### src/rtl/hazard_pkg.sv
// Shared encodings and instruction field positions for the ID/EX hazard controller.
package hazard_pkg;

    typedef enum logic [1:0] {
        ST_RUN   = 2'b00,
        ST_STALL = 2'b01,
        ST_FLUSH = 2'b10
    } state_t;

    localparam logic [1:0] BR_NONE = 2'b00;
    localparam logic [1:0] BR_EQ   = 2'b01;
    localparam logic [1:0] BR_NE   = 2'b10;

    localparam int RS_HI = 25;
    localparam int RS_LO = 21;
    localparam int RT_HI = 20;
    localparam int RT_LO = 16;

    localparam logic [5:0] OP_LW = 6'b100011;

    // Reserved branch encoding 11 never redirects the PC.
    function automatic logic branch_taken(input logic [1:0] br, input logic zero);
        logic taken;
        case (br)
            BR_EQ:   taken = zero;
            BR_NE:   taken = ~zero;
            default: taken = 1'b0;
        endcase
        return taken;
    endfunction

endpackage

### src/rtl/hazard_ctrl_sat_counter.sv
// Saturating up-counter with synchronous active-low clear; holds at all-ones.
module sat_counter #(
    parameter int WIDTH = 16
) (
    input  logic             clk,
    input  logic             clr_n,
    input  logic             en,
    output logic [WIDTH-1:0] count
);

    logic [WIDTH-1:0] count_r;

    // Count qualifying cycles, clearing first and never wrapping past all-ones.
    always_ff @(posedge clk) begin
        if (!clr_n) begin
            count_r <= {WIDTH{1'b0}};
        end else if (en && (count_r != {WIDTH{1'b1}})) begin
            count_r <= count_r + {{(WIDTH-1){1'b0}}, 1'b1};
        end else begin
            count_r <= count_r;
        end
    end

    assign count = count_r;

endmodule

### src/rtl/hazard_ctrl.sv
// Load-use stall and taken-branch flush control for the ID/EX boundary, with
// saturating stall/flush performance counters. Controls are Mealy outputs.
module hazard_ctrl
    import hazard_pkg::*;
#(
    parameter int LOAD_STALL_CYCLES   = 1,
    parameter int BRANCH_FLUSH_CYCLES = 2,
    parameter int CNT_W               = 4,
    parameter int PERF_W              = 16
) (
    input  logic              clk,
    input  logic              reset,
    input  logic [31:0]       ID_Instruction_In,
    input  logic [31:0]       EX_Instruction_In,
    input  logic              EX_MemRead_In,
    input  logic [1:0]        EX_Branch_In,
    input  logic              EX_Zero_In,
    output logic              PCWrite_Out,
    output logic              IFID_Write_Out,
    output logic              IFID_Flush_Out,
    output logic              IDEX_Bubble_Out,
    output logic [1:0]        State_Out,
    output logic [PERF_W-1:0] Stall_Count_Out,
    output logic [PERF_W-1:0] Flush_Count_Out
);

    localparam logic [CNT_W-1:0] ONE_C       = CNT_W'(1);
    localparam logic [CNT_W-1:0] STALL_REM_C = CNT_W'(LOAD_STALL_CYCLES - 1);
    localparam logic [CNT_W-1:0] FLUSH_REM_C = CNT_W'(BRANCH_FLUSH_CYCLES - 1);

    state_t           state_r;
    state_t           state_nxt_s;
    logic [CNT_W-1:0] remain_r;
    logic [CNT_W-1:0] remain_nxt_s;

    logic [4:0] id_rs_s;
    logic [4:0] id_rt_s;
    logic [4:0] ex_rt_s;
    logic       load_use_s;
    logic       br_taken_s;

    logic       pc_write_s;
    logic       ifid_write_s;
    logic       ifid_flush_s;
    logic       idex_bubble_s;
    logic [1:0] state_out_s;

    assign id_rs_s    = ID_Instruction_In[RS_HI:RS_LO];
    assign id_rt_s    = ID_Instruction_In[RT_HI:RT_LO];
    assign ex_rt_s    = EX_Instruction_In[RT_HI:RT_LO];
    assign load_use_s = EX_MemRead_In && (ex_rt_s != 5'd0) &&
                        ((ex_rt_s == id_rs_s) || (ex_rt_s == id_rt_s));
    assign br_taken_s = branch_taken(EX_Branch_In, EX_Zero_In);

    // Next state and pipeline controls; branch wins over load-use, and while
    // a stall or flush is in progress EX holds a bubble so new hazards are ignored.
    always_comb begin
        pc_write_s    = 1'b1;
        ifid_write_s  = 1'b1;
        ifid_flush_s  = 1'b0;
        idex_bubble_s = 1'b0;
        state_out_s   = ST_RUN;
        state_nxt_s   = ST_RUN;
        remain_nxt_s  = {CNT_W{1'b0}};
        if (reset) begin
            case (state_r)
                ST_RUN: begin
                    if (br_taken_s) begin
                        ifid_flush_s  = 1'b1;
                        idex_bubble_s = 1'b1;
                        if (BRANCH_FLUSH_CYCLES > 1) begin
                            state_nxt_s  = ST_FLUSH;
                            remain_nxt_s = FLUSH_REM_C;
                        end else begin
                            state_nxt_s  = ST_RUN;
                        end
                    end else if (load_use_s) begin
                        pc_write_s    = 1'b0;
                        ifid_write_s  = 1'b0;
                        idex_bubble_s = 1'b1;
                        if (LOAD_STALL_CYCLES > 1) begin
                            state_nxt_s  = ST_STALL;
                            remain_nxt_s = STALL_REM_C;
                        end else begin
                            state_nxt_s  = ST_RUN;
                        end
                    end else begin
                        state_nxt_s = ST_RUN;
                    end
                end
                ST_STALL: begin
                    pc_write_s    = 1'b0;
                    ifid_write_s  = 1'b0;
                    idex_bubble_s = 1'b1;
                    state_out_s   = ST_STALL;
                    if (remain_r == ONE_C) begin
                        state_nxt_s = ST_RUN;
                    end else begin
                        state_nxt_s  = ST_STALL;
                        remain_nxt_s = remain_r - ONE_C;
                    end
                end
                ST_FLUSH: begin
                    ifid_flush_s  = 1'b1;
                    idex_bubble_s = 1'b1;
                    state_out_s   = ST_FLUSH;
                    if (remain_r == ONE_C) begin
                        state_nxt_s = ST_RUN;
                    end else begin
                        state_nxt_s  = ST_FLUSH;
                        remain_nxt_s = remain_r - ONE_C;
                    end
                end
                default: begin
                    state_nxt_s = ST_RUN;
                end
            endcase
        end else begin
            state_nxt_s = ST_RUN;
        end
    end

    // State and remaining-cycle registers; reset abandons any stall or flush.
    always_ff @(posedge clk) begin
        if (!reset) begin
            state_r  <= ST_RUN;
            remain_r <= {CNT_W{1'b0}};
        end else begin
            state_r  <= state_nxt_s;
            remain_r <= remain_nxt_s;
        end
    end

    sat_counter #(.WIDTH(PERF_W)) u_stall_cnt (
        .clk   (clk),
        .clr_n (reset),
        .en    (~pc_write_s),
        .count (Stall_Count_Out)
    );

    sat_counter #(.WIDTH(PERF_W)) u_flush_cnt (
        .clk   (clk),
        .clr_n (reset),
        .en    (ifid_flush_s),
        .count (Flush_Count_Out)
    );

    assign PCWrite_Out     = pc_write_s;
    assign IFID_Write_Out  = ifid_write_s;
    assign IFID_Flush_Out  = ifid_flush_s;
    assign IDEX_Bubble_Out = idex_bubble_s;
    assign State_Out       = state_out_s;

endmodule
### config.mk
export PLATFORM = sky130hd
export DESIGN_NAME = hazard_ctrl
export DESIGN_NICKNAME = d
export VERILOG_FILES = /design/src/rtl/hazard_pkg.sv /design/src/rtl/hazard_ctrl_sat_counter.sv /design/src/rtl/hazard_ctrl.sv
export SDC_FILE = /design/constraint.sdc
export NUM_CORES = 1
export LEC_CHECK = 0
export BUFFER_PORTS_ARGS = -buffer_cell sky130_fd_sc_hd__clkbuf_2
export CELL_PAD_IN_SITES_DETAIL_PLACEMENT = 0
export CELL_PAD_IN_SITES_GLOBAL_PLACEMENT = 2
export CORE_MARGIN = 4
export CORE_UTILIZATION = 26
export CTS_BUF_LIST = sky130_fd_sc_hd__clkbuf_4 sky130_fd_sc_hd__clkbuf_8 sky130_fd_sc_hd__clkbuf_16
export CTS_CLUSTER_DIAMETER = 120
export CTS_CLUSTER_SIZE = 30
export DETAILED_ROUTE_END_ITERATION = 8
export PLACE_DENSITY = 0.84
export SLEW_MARGIN = 40
export SYNTH_ARGS = -nofsm -noshare
export SYNTH_HDL_FRONTEND = slang
export SYNTH_SLANG_ARGS = --single-unit
export TNS_END_PERCENT = 30
### constraint.sdc
create_clock -name clk -period 3.6 [get_ports clk]
set_clock_uncertainty 0.2 [all_clocks]
set_input_delay 0.36 -clock clk [delete_from_list [all_inputs] [get_ports clk]]
set_output_delay 0.36 -clock clk [all_outputs]
set_load 0.02 [all_outputs]
==> impl_metrics.csv, run 1 <==
group,metric,value,unit
timing,rsz0062_at_grt,"no",
die,design.core.area,0.00781,mm²
synthesis,ys_seq_elements,38,
clock_network,cts_sinks,38,
job,cap_viol_max_count,0,
pwr,ir_drop,0.161,mV
setup_path,endpoint_kind,"flop",
timing,period_minus_slack,2.43,ns
routing,firstDrtPassIters,4,
die,row_count,32,
timing,finalCritPeriodShare,67.6,%
die,die_x,98.0,µm
grt,grt_pass1_wl,8860,µm
clock_network,cts_resized,0,
placement,portBuffers,58,
routing,drtIter0Drc,38,
grt,antenna_found_initial,0,
die,initial_core_util,27.0,%
routing,detail-route-antenna-nets,0,
setup_path,required,3.62,ns
timing,max_freq,411,MHz
setup_path,rr_worst_depth,7,
synthesis,avgSynthCellArea,8.60,µm²
timing,finalHoldViolations,0,
timing,tightest_slew,0.746,ns
synthesis,synth_nets,324,
synthesis,ys_types,45,
synthesis,syn_area,0.00211,mm²
pwr,p_per_area,331,mW/mm²
synthesis,async_reset_ff_share,0,%
routing,routed_wl,5210,µm
routing,vias_per_cell,4.77,
grt,grt_max_degree,23,
cells_and_area,n_fill_cell,832,
placement,gp_congestion,0.733,
clock_network,root_buffer,"clkbuf_8",
timing,slew_violations,0,
clock_network,cts_setup_buffers,0,
synthesis,yosysSeqAreaShare,36.1,%
placement,dpl.cell_count,397,
routing,vias,1932,
clock_network,cts_max_level,2,
pwr,leakagePower,0.995,nW
synthesis,syn_inst,245,
grt,track_usage,11.1,%
setup_path,crit_arrival,2.46,ns
timing,finalSetupViolations,0,
synthesis,synth_edf_count,0,
cells_and_area,diodes,0,
clock_network,cts_tree,"yes",
clock_network,max-clock-path-buffers,2,
synthesis,synth_ff_type,"dfxtp_1",
setup_path,worst-path-max-fanout,10,
cells_and_area,finalNonFillerCells,405,
synthesis,ys_warn_count,0,
min_path,hold_depth,1,
clock_network,cts.reportedPaths.clkPinSlew,0.07,ns
clock_network,cts_buffers,5,
die,die_area,0.00961,mm²
grt,grt_pass1_vias,1883,
cells_and_area,area_delta_synth_final,22.3,%
clock_network,clock_latency,0.30,ns
placement,dp_slack,1.13,ns
outcome,status,"finished, final reports clean",
cells_and_area,fin_nets,381,
setup_path,critPathKind,"flop to flop",
setup_path,start_kind,"flop",
timing,tns,0,ns
timing,relSlewSlack,50.2,%
routing,drc,0,
die,die_h,98.0,µm
grt,grt_overflow_total,0,
cells_and_area,drive_above_1_share,24.8,%
clock_network,cts_hold_buffers,0,
timing,timing.hold.ws,0.292,ns
min_path,hp-class,"flop to flop",
timing,timing.final.ws_setup,1.17,ns
routing,wl_per_cell,12.9,µm
placement,dp_hpwl,3820,µm
die,boundaryPins,108,
-- metrics by stage --
step / power (mW) / instance area (µm²) / util [%]
after global routing: 0.898 / 2580 / 33.0
after global placement: 0.541 / 2470 / 31.7
after floorplan: 0.510 / 2110 / -
after CTS: 0.868 / 2580 / 33.0
final: 0.852 / 2580 / 33.0
after detailed placement: 0.544 / 2480 / 31.8
-- final timing paths --
| path | startpoint | end | slack [ns] |
|---|---|---|---|
| worst max-delay path | u_flush_cnt.count[0] | u_flush_cnt.count[3] | 1.17 |
| worst max register to register | u_flush_cnt.count[0] | u_flush_cnt.count[3] | 1.17 |
| worst min-delay path | u_flush_cnt.count[3] | u_flush_cnt.count[3] | 0.29 |
| worst min register to register | u_flush_cnt.count[3] | u_flush_cnt.count[3] | 0.29 |
-- state kept, by name, indices dropped and copies added (netlist names) --
| name | flops |
|---|---|
| u_flush_cnt.count | 16 |
| u_stall_cnt.count | 16 |
| remain_r | 4 |
| state_r | 2 |
-- final cells by class --
type | instances | area, µm² | area share (%)
Multi-Input combinational cell | 190 | 1260 | 49.0
Sequential cell | 38 | 761 | 29.5
Timing Repair Buffer | 59 | 302 | 11.7
Tap cell | 102 | 128 | 4.95
Clock buffer | 7 | 90.1 | 3.50
Inverter | 8 | 30.0 | 1.17
Clock inverter | 1 | 5.00 | 0.194
-- cells in the final DEF, fill, tap and decap left out, drive strengths merged, types with 2 or more instances in the layout --
master	Yosys	routed
nor4	3	3
nor3	8	8
nand2b	4	4
xnor2	22	22
nor3b	2	2
nand4b	3	3
mux2i	10	10
ha	9	9
a21oi	13	13
clkbuf	4	65
and3	2	2
nand4	6	6
inv	8	8
o21ai	6	6
o31ai	7	7
nor2	23	23
and4	2	2
nand3	14	14
and2	4	4
nor4b	2	2
dfxtp	38	38
nand3b	2	2
nand2	27	27
o41ai	2	2
or3	2	2
or4	7	7
-- metal layers --
metal | global-route usage (%) | share of wire, %
met2 | 18.5 | 47
met4 | 3.19 | 1.0
met1 | 13.9 | 47
met5 | 0 | 0
met3 | 3.50 | 5.4
-- cells in the mapped netlist (3+ instances only) --
cell,count,area share [%]
a21oi_1,12,2.9
inv_1,8,1.4
xnor2_1,22,9.1
nand4_1,6,1.8
nand2_1,27,4.8
buf_4,3,1.1
nor4_1,3,0.89
nand4b_1,3,1.2
nand3_1,14,3.3
clkbuf_1,4,0.71
dfxtp_1,38,36
nor2_1,23,4.1
mux2i_1,10,4.8
o21ai_0,5,1.2
ha_1,9,5.3
o31ai_1,7,2.5
nor3_1,7,1.7
or4_1,7,2.5
nand2b_1,4,1.2
and2_1,3,0.89
-- report_power, final --
part           switching, mW  internal [mW]  total (mW)
combinational         0.0593         0.0395      0.0988
clock                  0.158          0.162       0.320
sequential           0.00655          0.426       0.433
-- worst max-delay path: stages, from the launching register on --
cell     delay, ns
dfxtp_1       0.42
ha_1          0.20
and3_1        0.20
nand3_1       0.22
nor3_2        0.52
nor2_1        0.26
nand4_1       0.18
mux2i_1       0.17
-- cells by family (layout without fill, tap and decap cells) --
group           after synthesis  count (layout)  share of synthesized area, %
flops                        38              38                          36.1
mux                          10              10                          4.75
compound gates               36              36                          12.1
fa+ha+maj                     9               9                          5.34
xor+xnor                     22              22                          9.14
buf+inv                      17              75                          3.98
simple gates                113             113                          28.6
Power figures use the tool's default switching activity.
==> inputs of run 2 (changes only) <==
--- a/config.mk
+++ b/config.mk
@@ -5,16 +5,17 @@
 export SDC_FILE = /design/constraint.sdc
 export NUM_CORES = 1
 export LEC_CHECK = 0
+export ABC_AREA = 1
 export BUFFER_PORTS_ARGS = -buffer_cell sky130_fd_sc_hd__clkbuf_2
 export CELL_PAD_IN_SITES_DETAIL_PLACEMENT = 0
 export CELL_PAD_IN_SITES_GLOBAL_PLACEMENT = 2
 export CORE_MARGIN = 4
-export CORE_UTILIZATION = 26
+export CORE_UTILIZATION = 24
 export CTS_BUF_LIST = sky130_fd_sc_hd__clkbuf_4 sky130_fd_sc_hd__clkbuf_8 sky130_fd_sc_hd__clkbuf_16
 export CTS_CLUSTER_DIAMETER = 120
 export CTS_CLUSTER_SIZE = 30
 export DETAILED_ROUTE_END_ITERATION = 8
-export PLACE_DENSITY = 0.84
+export PLACE_DENSITY = 0.79
 export SLEW_MARGIN = 40
 export SYNTH_ARGS = -nofsm -noshare
 export SYNTH_HDL_FRONTEND = slang
==> constraint.sdc (replaced) <==
create_clock -name clk -period 2.5 [get_ports clk]
set_clock_uncertainty 0.2 [all_clocks]
set_input_delay 0.25 -clock clk [delete_from_list [all_inputs] [get_ports clk]]
set_output_delay 0.25 -clock clk [all_outputs]
set_load 0.02 [all_outputs]
==> run 2 against run 1 <==
Against the previous run: sequential power grew 46%; combinational power grew 100%; total power grew 52%; via count grew 30%; synthesized area grew 20%; design area grew 17%; utilization shrank 3.6 points; register-to-register slack lost 0.85 ns; clock-buffer cell count is the same; final cell count grew 42%.
==> impl_metrics.csv, run 2 <==
group,metric,value,unit
timing,tightest_slew,0.476,ns
timing,slew_violations,0,
grt,grt_pass1_wl,11700,µm
clock_network,cts_hold_buffers,0,
synthesis,synth_area_leaders,"dfxtp_1 (30%), nand2_1 (16%), inv_1 (7.7%)",
cells_and_area,drive_above_1_share,18.6,%
timing,tns,0,ns
routing,routed_wl,6580,µm
routing,detail-route-antenna-nets,0,
setup_path,endpoint_kind,"primary output",
clock_network,max-clock-path-buffers,2,
cells_and_area,final_common_cell,"nand2_1",
clock_network,cts_max_level,2,
grt,grt_max_degree,27,
clock_network,cts_resized,0,
cells_and_area,fin_nets,519,
grt,track_usage,11.2,%
pwr,ir_drop,0.181,mV
placement,gp_congestion,0.800,
grt,antenna_found_initial,0,
setup_path,worst-path-max-fanout,6,
pwr,p_per_area,429,mW/mm²
setup_path,rr_endpoint,"u_flush_cnt.count[3]",
die,initial_core_util,24.6,%
placement,dp_hpwl,5100,µm
clock_network,cts.reportedPaths.clkPinSlew,0.08,ns
setup_path,rr_worst_depth,8,
synthesis,ys_types,30,
cells_and_area,diodes,0,
job,cap_viol_max_count,0,
synthesis,synth_most_common_cell,"nand2_1",
timing,rsz0062_at_grt,"no",
synthesis,ys_warn_count,0,
synthesis,syn_inst,382,
die,die_h,111,µm
placement,portBuffers,58,
clock_network,root_buffer,"clkbuf_8",
synthesis,ys_seq_elements,38,
grt,grt_overflow_total,0,
synthesis,async_reset_ff_share,0,%
die,die_x,111,µm
synthesis,synth_ff_type,"dfxtp_1",
clock_network,cts_tree,"yes",
min_path,hold_depth,3,
routing,vias,2508,
setup_path,r2r-start,"state_r[0]",
routing,vias_per_cell,4.35,
synthesis,synthTopCellsByCount,"nand2_1 (105), inv_1 (52), nor2_1 (40)",
synthesis,synth_edf_count,0,
min_path,whs_endpoint,"u_stall_cnt.count[1]",
synthesis,syn_area,0.00252,mm²
pwr,leakagePower,1.33,nW
min_path,hp-class,"input pin to flop",
routing,wl_per_cell,11.4,µm
synthesis,yosys.area.top_type,"dfxtp_1",
clock_network,clock_latency,0.29,ns
synthesis,yosys.area.top_type_share,30.1,%
timing,finalHoldViolations,0,
synthesis,synth_nets,461,
timing,period_minus_slack,2.26,ns
timing,relSlewSlack,68.0,%
cells_and_area,area_delta_synth_final,19.6,%
timing,finalCritPeriodShare,90.4,%
timing,finalSetupViolations,0,
setup_path,crit_arrival,1.81,ns
timing,max_freq,443,MHz
timing,timing.hold.ws,0.143,ns
die,design.core.area,0.0103,mm²
die,boundaryPins,108,
clock_network,cts_buffers,5,
routing,drc,0,
synthesis,yosysSeqAreaShare,30.1,%
clock_network,cts_setup_buffers,0,
synthesis,avgSynthCellArea,6.61,µm²
outcome,status,"finished, final reports clean",
die,die_area,0.0122,mm²
grt,grt_pass1_vias,2428,
min_path,hold_path_startpoint,"reset",
setup_path,start_kind,"flop",
setup_path,critPathKind,"flop to primary output",
cells_and_area,most-common-layout-cells,"nand2_1 (105), clkbuf_2 (58), inv_1 (52)",
routing,firstDrtPassIters,4,
setup_path,reg2reg_slack,0.32,ns
routing,drtIter0Drc,88,
setup_path,required,2.05,ns
clock_network,cts_sinks,38,
die,row_count,37,
-- run 2: worst max-delay path, cell delays in order, from the launching register on --
cell	delay [ns]
dfxtp_1	0.34
inv_1	0.12
ha_1	0.29
o211ai_2	0.21
a21oi_1	0.31
clkbuf_2	0.24
-- run 2: cell families after synthesis --
kind of cell	Yosys count	share of synthesized area, %
flip-flops	38	30.1
buffers and inverters	65	11.5
adder cells (fa/ha/maj)	9	4.46
AND/OR/NAND/NOR	204	36.4
AO/OA/AOI/OAI	40	8.43
XOR/XNOR	26	9.02
-- run 2: metal layers --
metal | GRT usage, % | wire length (µm)
met1 | 14.4 | 3030
met2 | 19.2 | 3240
met3 | 2.68 | 260
met4 | 2.22 | 52
met5 | 0 | 0
-- run 2: stage by stage --
stage	cell area (µm²)	utilization, %	setup WS, ns	power, mW	instances
final	3020	29.4	0.240	1.29	577
after global routing	3020	29.4	0.0873	1.37	577
after CTS	3020	29.4	0.215	1.32	577
after detailed placement	2920	28.4	0.336	0.850	569
after global placement	2920	28.4	0.330	0.848	569
after floorplan	2520	-	0.419	0.794	382
-- run 2: worst max path at each step --
stage                     depth (start not counted)                   end  slack, ns        from
after floorplan                                   8  u_flush_cnt.count[3]       0.42  state_r[0]
final                                             5        IFID_Flush_Out       0.24  state_r[0]
after global routing                              7           PCWrite_Out       0.09  state_r[0]
after global placement                            8  u_flush_cnt.count[3]       0.33  state_r[0]
after detailed placement                          8  u_flush_cnt.count[3]       0.34  state_r[0]
after CTS                                         7           PCWrite_Out       0.21  state_r[0]
-- run 2: power breakdown --
group          switching, mW  leakage (nW)  internal, mW
logic                  0.134         0.969        0.0667
registers             0.0131         0.307         0.617
clock network          0.229        0.0517         0.234
-- run 2: cell type report --
class	count	area, µm²
clock buffers	7	90.1
well taps	136	170
inverters	55	206
multi-input cells	279	1470
flip-flops and latches	38	761
fillers	1168	7260
clock inverters	1	5.00
repair buffers	61	313
